$ cat config.mk
export PLATFORM = sky130hd
export DESIGN_NAME = alu_share_arb
export DESIGN_NICKNAME = d
export VERILOG_FILES = /design/src/rtl/alu_share_arb.sv
export SDC_FILE = /design/constraint.sdc
export NUM_CORES = 1
export LEC_CHECK = 0
export BUFFER_PORTS_ARGS = -buffer_cell sky130_fd_sc_hd__buf_4
export CAP_MARGIN = 5
export CELL_PAD_IN_SITES_DETAIL_PLACEMENT = 1
export CELL_PAD_IN_SITES_GLOBAL_PLACEMENT = 1
export CORE_AREA = 2 2 122 124
export CTS_CLUSTER_SIZE = 10
export DETAILED_ROUTE_END_ITERATION = 12
export DIE_AREA = 0 0 124 126
export MAX_ROUTING_LAYER = met4
export PLACE_DENSITY_LB_ADDON = 0.1
export SLEW_MARGIN = 10
export SYNTH_ARGS = -nofsm -noshare
export SYNTH_HDL_FRONTEND = slang
export SYNTH_SLANG_ARGS = --single-unit
$ cat constraint.sdc
create_clock -name clk -period 4.85 [get_ports clk]
set_input_delay 0.97 -clock clk [delete_from_list [all_inputs] [get_ports clk]]
set_output_delay 0.97 -clock clk [all_outputs]
set_load 0.05 [all_outputs]
$ cat src/rtl/alu_share_arb.sv
// rtl/alu_share_arb.sv - round-robin sharing of one external ALU among NREQ requesters with registered per-requester result slots.
// Optional ALU_ARB_STATS_EN adds grant_cnt, a saturating per-requester accepted-op counter.
module alu_share_arb #(
  parameter int NREQ = 2,
  parameter int W    = 32,
  parameter int NOPS = 18
) (
  input  logic              clk,
  input  logic              rst_n,
  input  logic [NREQ-1:0]   req_valid,
  output logic [NREQ-1:0]   req_ready,
  input  logic [NREQ*5-1:0] req_op,
  input  logic [NREQ*W-1:0] req_a,
  input  logic [NREQ*W-1:0] req_b,
  output logic [NREQ-1:0]   rsp_valid,
  input  logic [NREQ-1:0]   rsp_ready,
  output logic [NREQ*W-1:0] rsp_res,
  output logic [NREQ-1:0]   rsp_zf,
  output logic [NREQ-1:0]   rsp_err,
  output logic [4:0]        alu_I,
  output logic [W-1:0]      alu_op1,
  output logic [W-1:0]      alu_op2,
  input  logic [W-1:0]      alu_res,
  input  logic              alu_zf,
  output logic              busy
`ifdef ALU_ARB_STATS_EN
  ,
  output logic [NREQ*16-1:0] grant_cnt
`endif
);

  localparam int PW = (NREQ > 1) ? $clog2(NREQ) : 1;

  logic [PW-1:0]   ptr;
  logic [PW-1:0]   gidx;
  logic [PW-1:0]   idx;
  logic            found;
  logic [NREQ-1:0] elig;
  logic [NREQ-1:0] grant;
  logic [4:0]      gop;
  logic [W-1:0]    ga;
  logic [W-1:0]    gb;
  logic            illegal;

  // A full slot blocks its requester even if it drains this same cycle.
  assign elig = req_valid & ~rsp_valid;

  always_comb begin
    grant = '0;
    gidx  = '0;
    found = 1'b0;
    idx   = '0;
    for (int k = 0; k < NREQ; k++) begin
      idx = PW'((int'(ptr) + k) % NREQ);
      if (!found && elig[idx]) begin
        found       = 1'b1;
        gidx        = idx;
        grant[idx]  = 1'b1;
      end
    end
  end

  always_comb begin
    gop = '0;
    ga  = '0;
    gb  = '0;
    for (int i = 0; i < NREQ; i++) begin
      if (grant[i]) begin
        gop = req_op[i*5 +: 5];
        ga  = req_a[i*W +: W];
        gb  = req_b[i*W +: W];
      end
    end
  end

  assign illegal   = found && (32'(gop) >= NOPS);
  assign req_ready = grant;
  assign alu_I     = illegal ? 5'd0 : gop;
  assign alu_op1   = ga;
  assign alu_op2   = gb;
  assign busy      = (|req_valid) | (|rsp_valid);

  always_ff @(posedge clk or negedge rst_n) begin
    if (!rst_n) begin
      ptr <= '0;
    end else if (found) begin
      ptr <= (gidx == PW'(NREQ - 1)) ? '0 : gidx + 1'b1;
    end
  end

  // Grant only reaches an empty slot, so fill and drain never collide.
  always_ff @(posedge clk or negedge rst_n) begin
    if (!rst_n) begin
      rsp_valid <= '0;
      rsp_res   <= '0;
      rsp_zf    <= '0;
      rsp_err   <= '0;
    end else begin
      for (int i = 0; i < NREQ; i++) begin
        if (grant[i]) begin
          rsp_valid[i]     <= 1'b1;
          rsp_res[i*W +: W] <= illegal ? '0 : alu_res;
          rsp_zf[i]        <= illegal ? 1'b1 : alu_zf;
          rsp_err[i]       <= illegal;
        end else if (rsp_ready[i]) begin
          rsp_valid[i] <= 1'b0;
        end
      end
    end
  end

`ifdef ALU_ARB_STATS_EN
  always_ff @(posedge clk or negedge rst_n) begin
    if (!rst_n) begin
      grant_cnt <= '0;
    end else begin
      for (int i = 0; i < NREQ; i++) begin
        if (grant[i] && grant_cnt[i*16 +: 16] != 16'hFFFF) begin
          grant_cnt[i*16 +: 16] <= grant_cnt[i*16 +: 16] + 16'd1;
        end
      end
    end
  end
`endif

endmodule

==> results.json, run 1 <==
{
  "clk-insertion-delay-late_ns": 0.33,
  "clockPowerShare_pct": 14.3,
  "combinationalPowerShare_pct": 63.9,
  "io_buffer_count": 318,
  "fin_tns_setup_ns": 0,
  "worstSetupPathType": "input port to output pin",
  "wl_per_cell_um": 22.7,
  "clk_transition_reported_paths_ns": 0.06,
  "slew_headroom_pct": 24.3,
  "timing.critical_path.required_ns": 3.88,
  "synthDominantAreaCellType": "sky130_fd_sc_hd__dfrtp_1",
  "final.min_clock_period_ns": 3.68,
  "initial_antenna_violation_count": 0,
  "cellInternalPower_w": 0.00225,
  "numCtsBuffers": 9,
  "clk_root_buffer_cell": "sky130_fd_sc_hd__clkbuf_16",
  "finalInstanceArea_sq_um": 6700,
  "grt_setup_unrepaired": "no",
  "worstSetupStartpointType": "input port",
  "dominantRegCellSynth": "sky130_fd_sc_hd__dfrtp_1",
  "hp-class": "flip-flop to flip-flop",
  "initialDrtViolationCount": 225,
  "clk_path_buf_depth": 2,
  "critical_path.most_common_cell": "sky130_fd_sc_hd__buf_4",
  "final_core_util_pct": 46.8,
  "drive_gt1_share_pct": 53.8,
  "cpPeakStageDelay_ns": 0.78,
  "finalCritPeriodShare_pct": 76.0,
  "tritoncts": "done",
  "routabilityCongestion": 0.838,
  "critPathCaptureType": "output pin",
  "timing.critical_path.arrival_ns": 2.71,
  "clkSinkCount": 71,
  "fmaxAchievable_ghz": 0.271,
  "detailed_placement_hpwl_um": 13500,
  "synthesis.area_per_instance_sq_um": 11.0,
  "timing_worst_slew_pin_value_ns": 1.13,
  "r2r_slack_ns": 2.76,
  "post_cts_hold_fix_bufs": 0,
  "remaining_drc_errors": 0,
  "areaGrowthSynthToFinish_pct": 67.9,
  "p_sw_share_pct": 52.9,
  "yosysSeqAreaShare_pct": 44.5,
  "vias": 4576,
  "start_util_pct": 27.9,
  "die_area_sq_um": 15600,
  "antenna_violation_net_count_after_detailed_routing": 0,
  "grt_use_total_pct": 24.4,
  "post-cts-setup-buffers": 0,
  "synth_cell_types": 37,
  "finalSetupViolations": 0,
  "synth.most_common_cell": "sky130_fd_sc_hd__dfrtp_1",
  "antennaDiodeCount": 0,
  "pin_count": 319,
  "synthesis.area_sq_um": 3990,
  "irDropWorstVdd_v": 0.000354,
  "grt-ovfl-total": 0,
  "place_area_sq_um": 6390,
  "worst_path_dominant_cell_family": "buffers and inverters",
  "critical_path.slowest_cell": "sky130_fd_sc_hd__inv_2",
  "cell_count_after_synthesis": 363,
  "chipHeight_um": 126,
  "h_tree_depth": 3,
  "maxCapViolCount": 0,
  "route.final.wire_length_um": 19100,
  "grt_pass1_wl_um": 28000,
  "grt_max_degree": 72,
  "pwr_density_cell_nw_per_um2": 713,
  "synth_async_sr_flop_share_pct": 100,
  "dpl_worst_slack_ns": 1.19,
  "setup_slack_ns": 1.17,
  "ctsResizeCount": 0,
  "core_area_sq_um": 14300,
  "p_leak_nw": 3.53,
  "drt_first_pass_iters": 4,
  "buffers_plus_inverters_on_the_worst_setup_path": 3,
  "synth-seq-cells": 71,
  "timing.final.max_slew_violations": 0,
  "power.share.sequential_pct": 21.8,
  "floorplan.rows": 44,
  "run_status": "complete, no violations",
  "synth_top_area_share_pct": 44.5,
  "yosys-top-cells-area": "sky130_fd_sc_hd__dfrtp_1 45%, sky130_fd_sc_hd__a32o_1 16%, sky130_fd_sc_hd__a22o_1 14%",
  "p_sw_w": 0.00253,
  "ys_top_cells_by_count": "71 x sky130_fd_sc_hd__dfrtp_1, 64 x sky130_fd_sc_hd__a22o_1, 64 x sky130_fd_sc_hd__a32o_1",
  "yosys_warnings": 0,
  "clock_skew_ns": 0.00539,
  "post_drt_via_cell_ratio": 5.45,
  "grt_pass1_vias": 4726,
  "synth_fp_nets": 540,
  "synth_enable_flop_cells": 0,
  "die_width_um": 124,
  "finish.net_count": 828,
  "crit_path_max_fanout": 65,
  "report.final.hold_viol_count": 0,
  "path_cells": "buf_4, or3b_1, nand2_4, inv_2, a22o_1, buf_4"
}
placed cells by master, fill, tap and decap left out, types with 3 or more instances in the layout:
| cell | n |
|---|---|
| sky130_fd_sc_hd__a22o_1 | 64 |
| sky130_fd_sc_hd__and3_1 | 61 |
| sky130_fd_sc_hd__a211oi_1 | 3 |
| sky130_fd_sc_hd__and3_4 | 3 |
| sky130_fd_sc_hd__a32o_1 | 64 |
| sky130_fd_sc_hd__clkbuf_16 | 9 |
| sky130_fd_sc_hd__dfrtp_1 | 71 |
| sky130_fd_sc_hd__nand3_1 | 9 |
| sky130_fd_sc_hd__buf_4 | 329 |
cell type report:
| class | count | area (sq um) |
|---|---|---|
| inverters | 4 | 15.0 |
| multi-input cells | 236 | 1900 |
| well taps | 184 | 230 |
| flip-flops and latches | 71 | 1780 |
| clock inverters | 5 | 56.3 |
| clock buffers | 11 | 253 |
| repair buffers | 329 | 2470 |
| fillers | 1592 | 7610 |
state kept, by name (all words and copies together) (netlist names), named ones only:
register and flops:
rsp_valid 2, rsp_err 2, rsp_res 64, rsp_zf 2
logic make-up after synthesis:
family	Yosys count	synth area share (%)
compound gates	141	32.2
buf+inv	56	7.93
flops	71	44.5
simple gates	95	15.4
through the flow:
| step | std cells | hold slack [ns] | total power [W] |
|---|---|---|---|
| final | 840 | 0.485 | 0.00478 |
| after floorplan | 363 | 0.520 | 0.00312 |
| after detailed placement | 824 | 0.470 | 0.00412 |
| after CTS | 840 | 0.483 | 0.00482 |
| after global routing | 840 | 0.510 | 0.00500 |
| after global placement | 824 | 0.463 | 0.00408 |
path summary, 6_finish.rpt:
check,start,end,cells past startpoint
worst max-delay path,req_valid[0],alu_op1[13],6
worst min-delay path,rsp_err[1],rsp_err[1],1
worst max register to register,rsp_valid[0],rsp_res[14],5
worst min register to register,rsp_err[1],rsp_err[1],1
max in group asynchronous,rst_n,rsp_res[29],1
min in group asynchronous,rst_n,rsp_res[23],1
power groups by stage:
stage	clock, W	sequential, W	combinational (W)
4_1_cts	0.000703	0.00105	0.00308
3_3_place_gp	0	0.00103	0.00305
3_5_place_dp	0	0.00105	0.00307
5_1_grt	0.000735	0.00108	0.00318
2_1_floorplan	0	0.00198	0.00114
6_report	0.000684	0.00104	0.00305
routing by layer:
metal / track usage, % / vias to the layer above / share of wire (%)
met5: - / - / 0
met3: 5.43 / 27 / 7.1
li1: - / 2057 / -
met2: 41.4 / 171 / 52
met1: 28.4 / 2321 / 39
met4: 7.87 / 0 / 2.6
(Power assumes the default switching activity.)
==> run 2: changes to the inputs <==
--- a/config.mk
+++ b/config.mk
@@ -9,10 +9,10 @@
 export CAP_MARGIN = 5
 export CELL_PAD_IN_SITES_DETAIL_PLACEMENT = 1
 export CELL_PAD_IN_SITES_GLOBAL_PLACEMENT = 1
-export CORE_AREA = 2 2 122 124
+export CORE_AREA = 2 2 123 125
 export CTS_CLUSTER_SIZE = 10
 export DETAILED_ROUTE_END_ITERATION = 12
-export DIE_AREA = 0 0 124 126
+export DIE_AREA = 0 0 125 127
 export MAX_ROUTING_LAYER = met4
 export PLACE_DENSITY_LB_ADDON = 0.1
 export SLEW_MARGIN = 10
==> constraint.sdc (replaced) <==
create_clock -name clk -period 3.7 [get_ports clk]
set_input_delay 0.74 -clock clk [delete_from_list [all_inputs] [get_ports clk]]
set_output_delay 0.74 -clock clk [all_outputs]
set_load 0.05 [all_outputs]
==> results.json, run 2 (synthesized netlist as in run 1, its figures left out) <==
{
  "run_status": "complete, no violations",
  "irDropWorstVdd_v": 0.000498,
  "post_cts_hold_fix_bufs": 0,
  "chipHeight_um": 127,
  "pin_count": 319,
  "critPathCaptureType": "output pin",
  "core_area_sq_um": 14400,
  "finalCritPeriodShare_pct": 87.9,
  "clk_path_buf_depth": 2,
  "largest_register_ffs": 64,
  "clk_transition_reported_paths_ns": 0.05,
  "cpPeakStageDelay_ns": 0.78,
  "path_cells": "buf_4, or3b_1, nand2_4, inv_2, a22o_1, buf_4",
  "grt_pass1_wl_um": 29200,
  "timing_worst_slew_pin_value_ns": 1.14,
  "io_buffer_count": 318,
  "p_leak_nw": 3.55,
  "start_util_pct": 27.7,
  "drive_gt1_share_pct": 53.7,
  "layout.cells.most_common": "sky130_fd_sc_hd__buf_4",
  "grt-ovfl-total": 0,
  "critical_path.most_common_cell": "sky130_fd_sc_hd__buf_4",
  "hold_slack_ns": 0.490,
  "initial_antenna_violation_count": 0,
  "rr_endpoint": "rsp_res[50]",
  "grt_use_total_pct": 24.4,
  "clk_root_buffer_cell": "sky130_fd_sc_hd__clkbuf_16",
  "grt_max_degree": 72,
  "antenna_violation_net_count_after_detailed_routing": 0,
  "worst_path_dominant_cell_family": "buffers and inverters",
  "grt_setup_unrepaired": "no",
  "die_area_sq_um": 15900,
  "routabilityCongestion": 0.955,
  "route.final.wire_length_um": 19900,
  "h_tree_depth": 3,
  "clock_skew_ns": 0.00387,
  "ctsResizeCount": 0,
  "report.final.hold_viol_count": 0,
  "crit_path_max_fanout": 65,
  "min_path_cells": 1,
  "wl_per_cell_um": 23.7,
  "r2r_slack_ns": 1.20,
  "worstSetupStartpointType": "input port",
  "tritoncts": "done",
  "pwr_density_cell_nw_per_um2": 939,
  "critical_path.slowest_cell": "sky130_fd_sc_hd__inv_2",
  "grt_pass1_vias": 4790,
  "areaGrowthSynthToFinish_pct": 68.8,
  "worstSetupPathType": "input port to output pin",
  "initialDrtViolationCount": 230,
  "post_drt_via_cell_ratio": 5.49,
  "floorplan.rows": 44,
  "slew_headroom_pct": 23.9,
  "finish.net_count": 827,
  "remaining_drc_errors": 0,
  "clk-insertion-delay-late_ns": 0.33,
  "fin_tns_setup_ns": 0,
  "timing.final.max_slew_violations": 0,
  "final.min_clock_period_ns": 3.25,
  "dpl_worst_slack_ns": 0.477,
  "post-cts-setup-buffers": 0,
  "timing.rr.start": "rsp_valid[1]",
  "finalSetupViolations": 0,
  "detailed_placement_hpwl_um": 14400,
  "worstHoldEndpoint": "rsp_res[27]",
  "r2r_cells": 5,
  "regMostFlops": "rsp_res",
  "fmaxAchievable_ghz": 0.308,
  "numCtsBuffers": 9,
  "hp-class": "flip-flop to flip-flop",
  "buffers_plus_inverters_on_the_worst_setup_path": 3,
  "timing.critical_path.arrival_ns": 2.51,
  "vias": 4602,
  "timing.critical_path.required_ns": 2.96,
  "final_core_util_pct": 46.7,
  "worst_hold_startpoint": "rsp_res[27]",
  "antennaDiodeCount": 0,
  "commonest_cells_after_routing_fill_and_taps_aside": "326 x sky130_fd_sc_hd__buf_4, 71 x sky130_fd_sc_hd__dfrtp_1, 64 x sky130_fd_sc_hd__a22o_1, 64 x sky130_fd_sc_hd__a32o_1, 61 x sky130_fd_sc_hd__and3_1",
  "maxCapViolCount": 0,
  "setup_slack_ns": 0.449,
  "drt_first_pass_iters": 4,
  "clkSinkCount": 71,
  "die_width_um": 125
}
-- run 2: cell count changes in the layout (fill, tap and decap cells not counted), sizes merged --
cell	delta
clkinvlp	-1
buf	-1
clkinv	-2
clkbuf	+3
-- run 2: cell type report --
type	count	area, sq um
fillers	1642	7680
repair buffers	328	2490
clock inverters	2	35.0
clock buffers	14	294
well taps	184	230
flip-flops and latches	71	1780
inverters	4	15.0
multi-input cells	236	1900
-- run 2: routing by layer --
layer	vias up	GRT usage (%)	routed length, um
met5	-	-	0
met4	0	5.42	228
met3	16	5.23	1210
met2	167	42.7	10600
met1	2363	29.1	7890
li1	2056	-	-
-- run 2: where the power goes --
part	switching, W	leakage (nW)	internal (W)
clock network	0.000320	0.165	0.000613
logic	0.00277	2.49	0.00126
registers	0.000229	0.890	0.00114
total	0.00332	3.55	0.00301
-- run 2: how the worst max path moves through the flow --
stage / start / endpoint / slack [ns] / cells after the start
3_5_place_dp: req_valid[0] / alu_op1[10] / 0.48 / 6
6_report: req_valid[0] / alu_op1[10] / 0.45 / 6
3_3_place_gp: req_valid[0] / alu_op1[10] / 0.57 / 6
5_1_grt: req_valid[0] / alu_op1[10] / 0.28 / 6
2_1_floorplan: req_valid[0] / alu_I[0] / 0.15 / 6
4_1_cts: req_valid[0] / alu_op1[10] / 0.47 / 6
-- run 2: metrics by stage --
stage                     total power, W  cell area (sq um)  instances
after detailed placement         0.00542               6410        823
final                            0.00633               6740        839
after global routing             0.00658               6740        839
after CTS                        0.00638               6740        839
after floorplan                  0.00409               3990        363
after global placement           0.00536               6410        823
-- run 2: worst register-to-register path: stages, from the launching register on --
cell	delay, ns
sky130_fd_sc_hd__dfrtp_1	0.44
sky130_fd_sc_hd__and2b_1	0.28
sky130_fd_sc_hd__buf_4	0.41
sky130_fd_sc_hd__nand4_1	0.55
sky130_fd_sc_hd__buf_12	0.39
sky130_fd_sc_hd__a32o_1	0.33
==> run 3: changes to the inputs <==
--- a/config.mk
+++ b/config.mk
@@ -9,10 +9,10 @@
 export CAP_MARGIN = 5
 export CELL_PAD_IN_SITES_DETAIL_PLACEMENT = 1
 export CELL_PAD_IN_SITES_GLOBAL_PLACEMENT = 1
-export CORE_AREA = 2 2 123 125
+export CORE_MARGIN = 4
+export CORE_UTILIZATION = 28
 export CTS_CLUSTER_SIZE = 10
 export DETAILED_ROUTE_END_ITERATION = 12
-export DIE_AREA = 0 0 125 127
 export MAX_ROUTING_LAYER = met4
 export PLACE_DENSITY_LB_ADDON = 0.1
 export SLEW_MARGIN = 10
==> results.json, run 3 (synthesized netlist as in run 1, its figures left out) <==
{
  "remaining_drc_errors": 0,
  "vias": 4547,
  "initialDrtViolationCount": 245,
  "timing.critical_path.required_ns": 2.96,
  "r2r_slack_ns": 1.40,
  "grt_use_total_pct": 24.5,
  "h_tree_depth": 3,
  "commonest_cells_after_routing_fill_and_taps_aside": "327 x sky130_fd_sc_hd__buf_4, 71 x sky130_fd_sc_hd__dfrtp_1, 64 x sky130_fd_sc_hd__a22o_1, 64 x sky130_fd_sc_hd__a32o_1, 61 x sky130_fd_sc_hd__and3_1",
  "final_core_util_pct": 47.9,
  "antennaDiodeCount": 0,
  "drt_first_pass_iters": 4,
  "grt-ovfl-total": 0,
  "initial_antenna_violation_count": 0,
  "grt_setup_unrepaired": "no",
  "finalCritPeriodShare_pct": 88.0,
  "final.min_clock_period_ns": 3.26,
  "worstSetupPathType": "input port to output pin",
  "critical_path.endpoint": "alu_op1[29]",
  "post_drt_via_cell_ratio": 5.46,
  "worstSetupStartpointType": "input port",
  "clk_path_buf_depth": 2,
  "clk_transition_reported_paths_ns": 0.05,
  "numCtsBuffers": 9,
  "fmaxAchievable_ghz": 0.307,
  "regMostFlops": "rsp_res",
  "pwr_density_cell_nw_per_um2": 934,
  "clk-insertion-delay-late_ns": 0.32,
  "tritoncts": "done",
  "clock_skew_ns": 0.00442,
  "slew_headroom_pct": 22.9,
  "clkSinkCount": 71,
  "finalInstanceArea_sq_um": 6670,
  "critPathCaptureType": "output pin",
  "post-cts-setup-buffers": 0,
  "fill_cells": 1606,
  "chipHeight_um": 127,
  "areaGrowthSynthToFinish_pct": 67.1,
  "ctsResizeCount": 0,
  "die_area_sq_um": 16200,
  "wl_per_cell_um": 24.5,
  "crit_path_max_fanout": 65,
  "cpPeakStageDelay_ns": 0.79,
  "finish.net_count": 826,
  "critical_path.slowest_cell": "sky130_fd_sc_hd__inv_2",
  "rr_endpoint": "rsp_zf[0]",
  "drive_gt1_share_pct": 53.4,
  "p_leak_nw": 3.51,
  "irDropWorstVdd_v": 0.000642,
  "hp-class": "flip-flop to flip-flop",
  "routabilityCongestion": 1.02,
  "core_area_sq_um": 13900,
  "timing.rr.start": "rsp_valid[0]",
  "pin_count": 319,
  "r2r_cells": 5,
  "route.final.wire_length_um": 20400,
  "timing.final.max_slew_violations": 0,
  "maxCapViolCount": 0,
  "start_util_pct": 28.7,
  "report.final.hold_viol_count": 0,
  "timing_worst_slew_pin_value_ns": 1.16,
  "grt_max_degree": 72,
  "finalSetupViolations": 0,
  "layout.cells.most_common": "sky130_fd_sc_hd__buf_4",
  "detailed_placement_hpwl_um": 15200,
  "antenna_violation_net_count_after_detailed_routing": 0,
  "io_buffer_count": 318,
  "crit_start": "req_valid[0]",
  "largest_register_ffs": 64,
  "timing.critical_path.arrival_ns": 2.52,
  "grt_pass1_wl_um": 29700,
  "die_width_um": 127,
  "grt_pass1_vias": 4734,
  "fin_tns_setup_ns": 0,
  "place_area_sq_um": 6370,
  "floorplan.rows": 43,
  "path_cells": "buf_4, or3b_1, nand2_4, inv_2, a22o_1, buf_4",
  "run_status": "complete, no violations",
  "critical_path.most_common_cell": "sky130_fd_sc_hd__buf_4",
  "clk_root_buffer_cell": "sky130_fd_sc_hd__clkbuf_16",
  "post_cts_hold_fix_bufs": 0
}
## run 3: area by class of cell
type                       count  area (sq um)  share of cell area (%)
timing repair buffer         327          2450                    36.8
multi-input combinational    236          1900                    28.5
sequential                    71          1780                    26.6
clock buffer                  12           256                    3.84
tap                          180           225                    3.38
clock inverter                 3          42.5                   0.638
inverter                       4          15.0                   0.225
## run 3: per-layer routing
layer	share of wire [%]	up-vias	GRT usage (%)
met5	0	-	-
li1	-	2053	-
met1	40	2287	29.0
met3	6.2	30	5.14
met4	2.7	0	7.70
met2	51	177	41.7
## run 3: worst max-delay path, delay by kind of cell
kind / cells / cell delay (ns)
compound gates: 1 / 0.31
simple gates: 2 / 0.28
buf+inv: 3 / 1.12
## run 3: through the flow
stage	setup slack (ns)	std cells	hold slack, ns	total power [W]
floorplan	0.152	363	0.444	0.00409
global placement	0.509	818	0.466	0.00536
detailed placement	0.493	818	0.468	0.00541
CTS	0.491	833	0.481	0.00629
global route	0.351	833	0.506	0.00651
finish	0.443	833	0.478	0.00623
## run 3: worst min-delay path by stage
stage | from | end | slack, ns | cells after the start
CTS | rsp_err[1] | rsp_err[1] | 0.48 | 1
detailed placement | rsp_err[1] | rsp_err[1] | 0.47 | 1
floorplan | rst_n | async pin | 0.44 | 0
finish | rsp_err[1] | rsp_err[1] | 0.48 | 1
global route | rsp_res[33] | rsp_res[33] | 0.51 | 1
global placement | rsp_err[0] | rsp_err[0] | 0.47 | 1
## run 3: report_power, final
part	leakage (nW)	internal [W]	switching, W
Sequential	0.890	0.00114	0.000225
Clock	0.145	0.000554	0.000309
Combinational	2.48	0.00125	0.00275
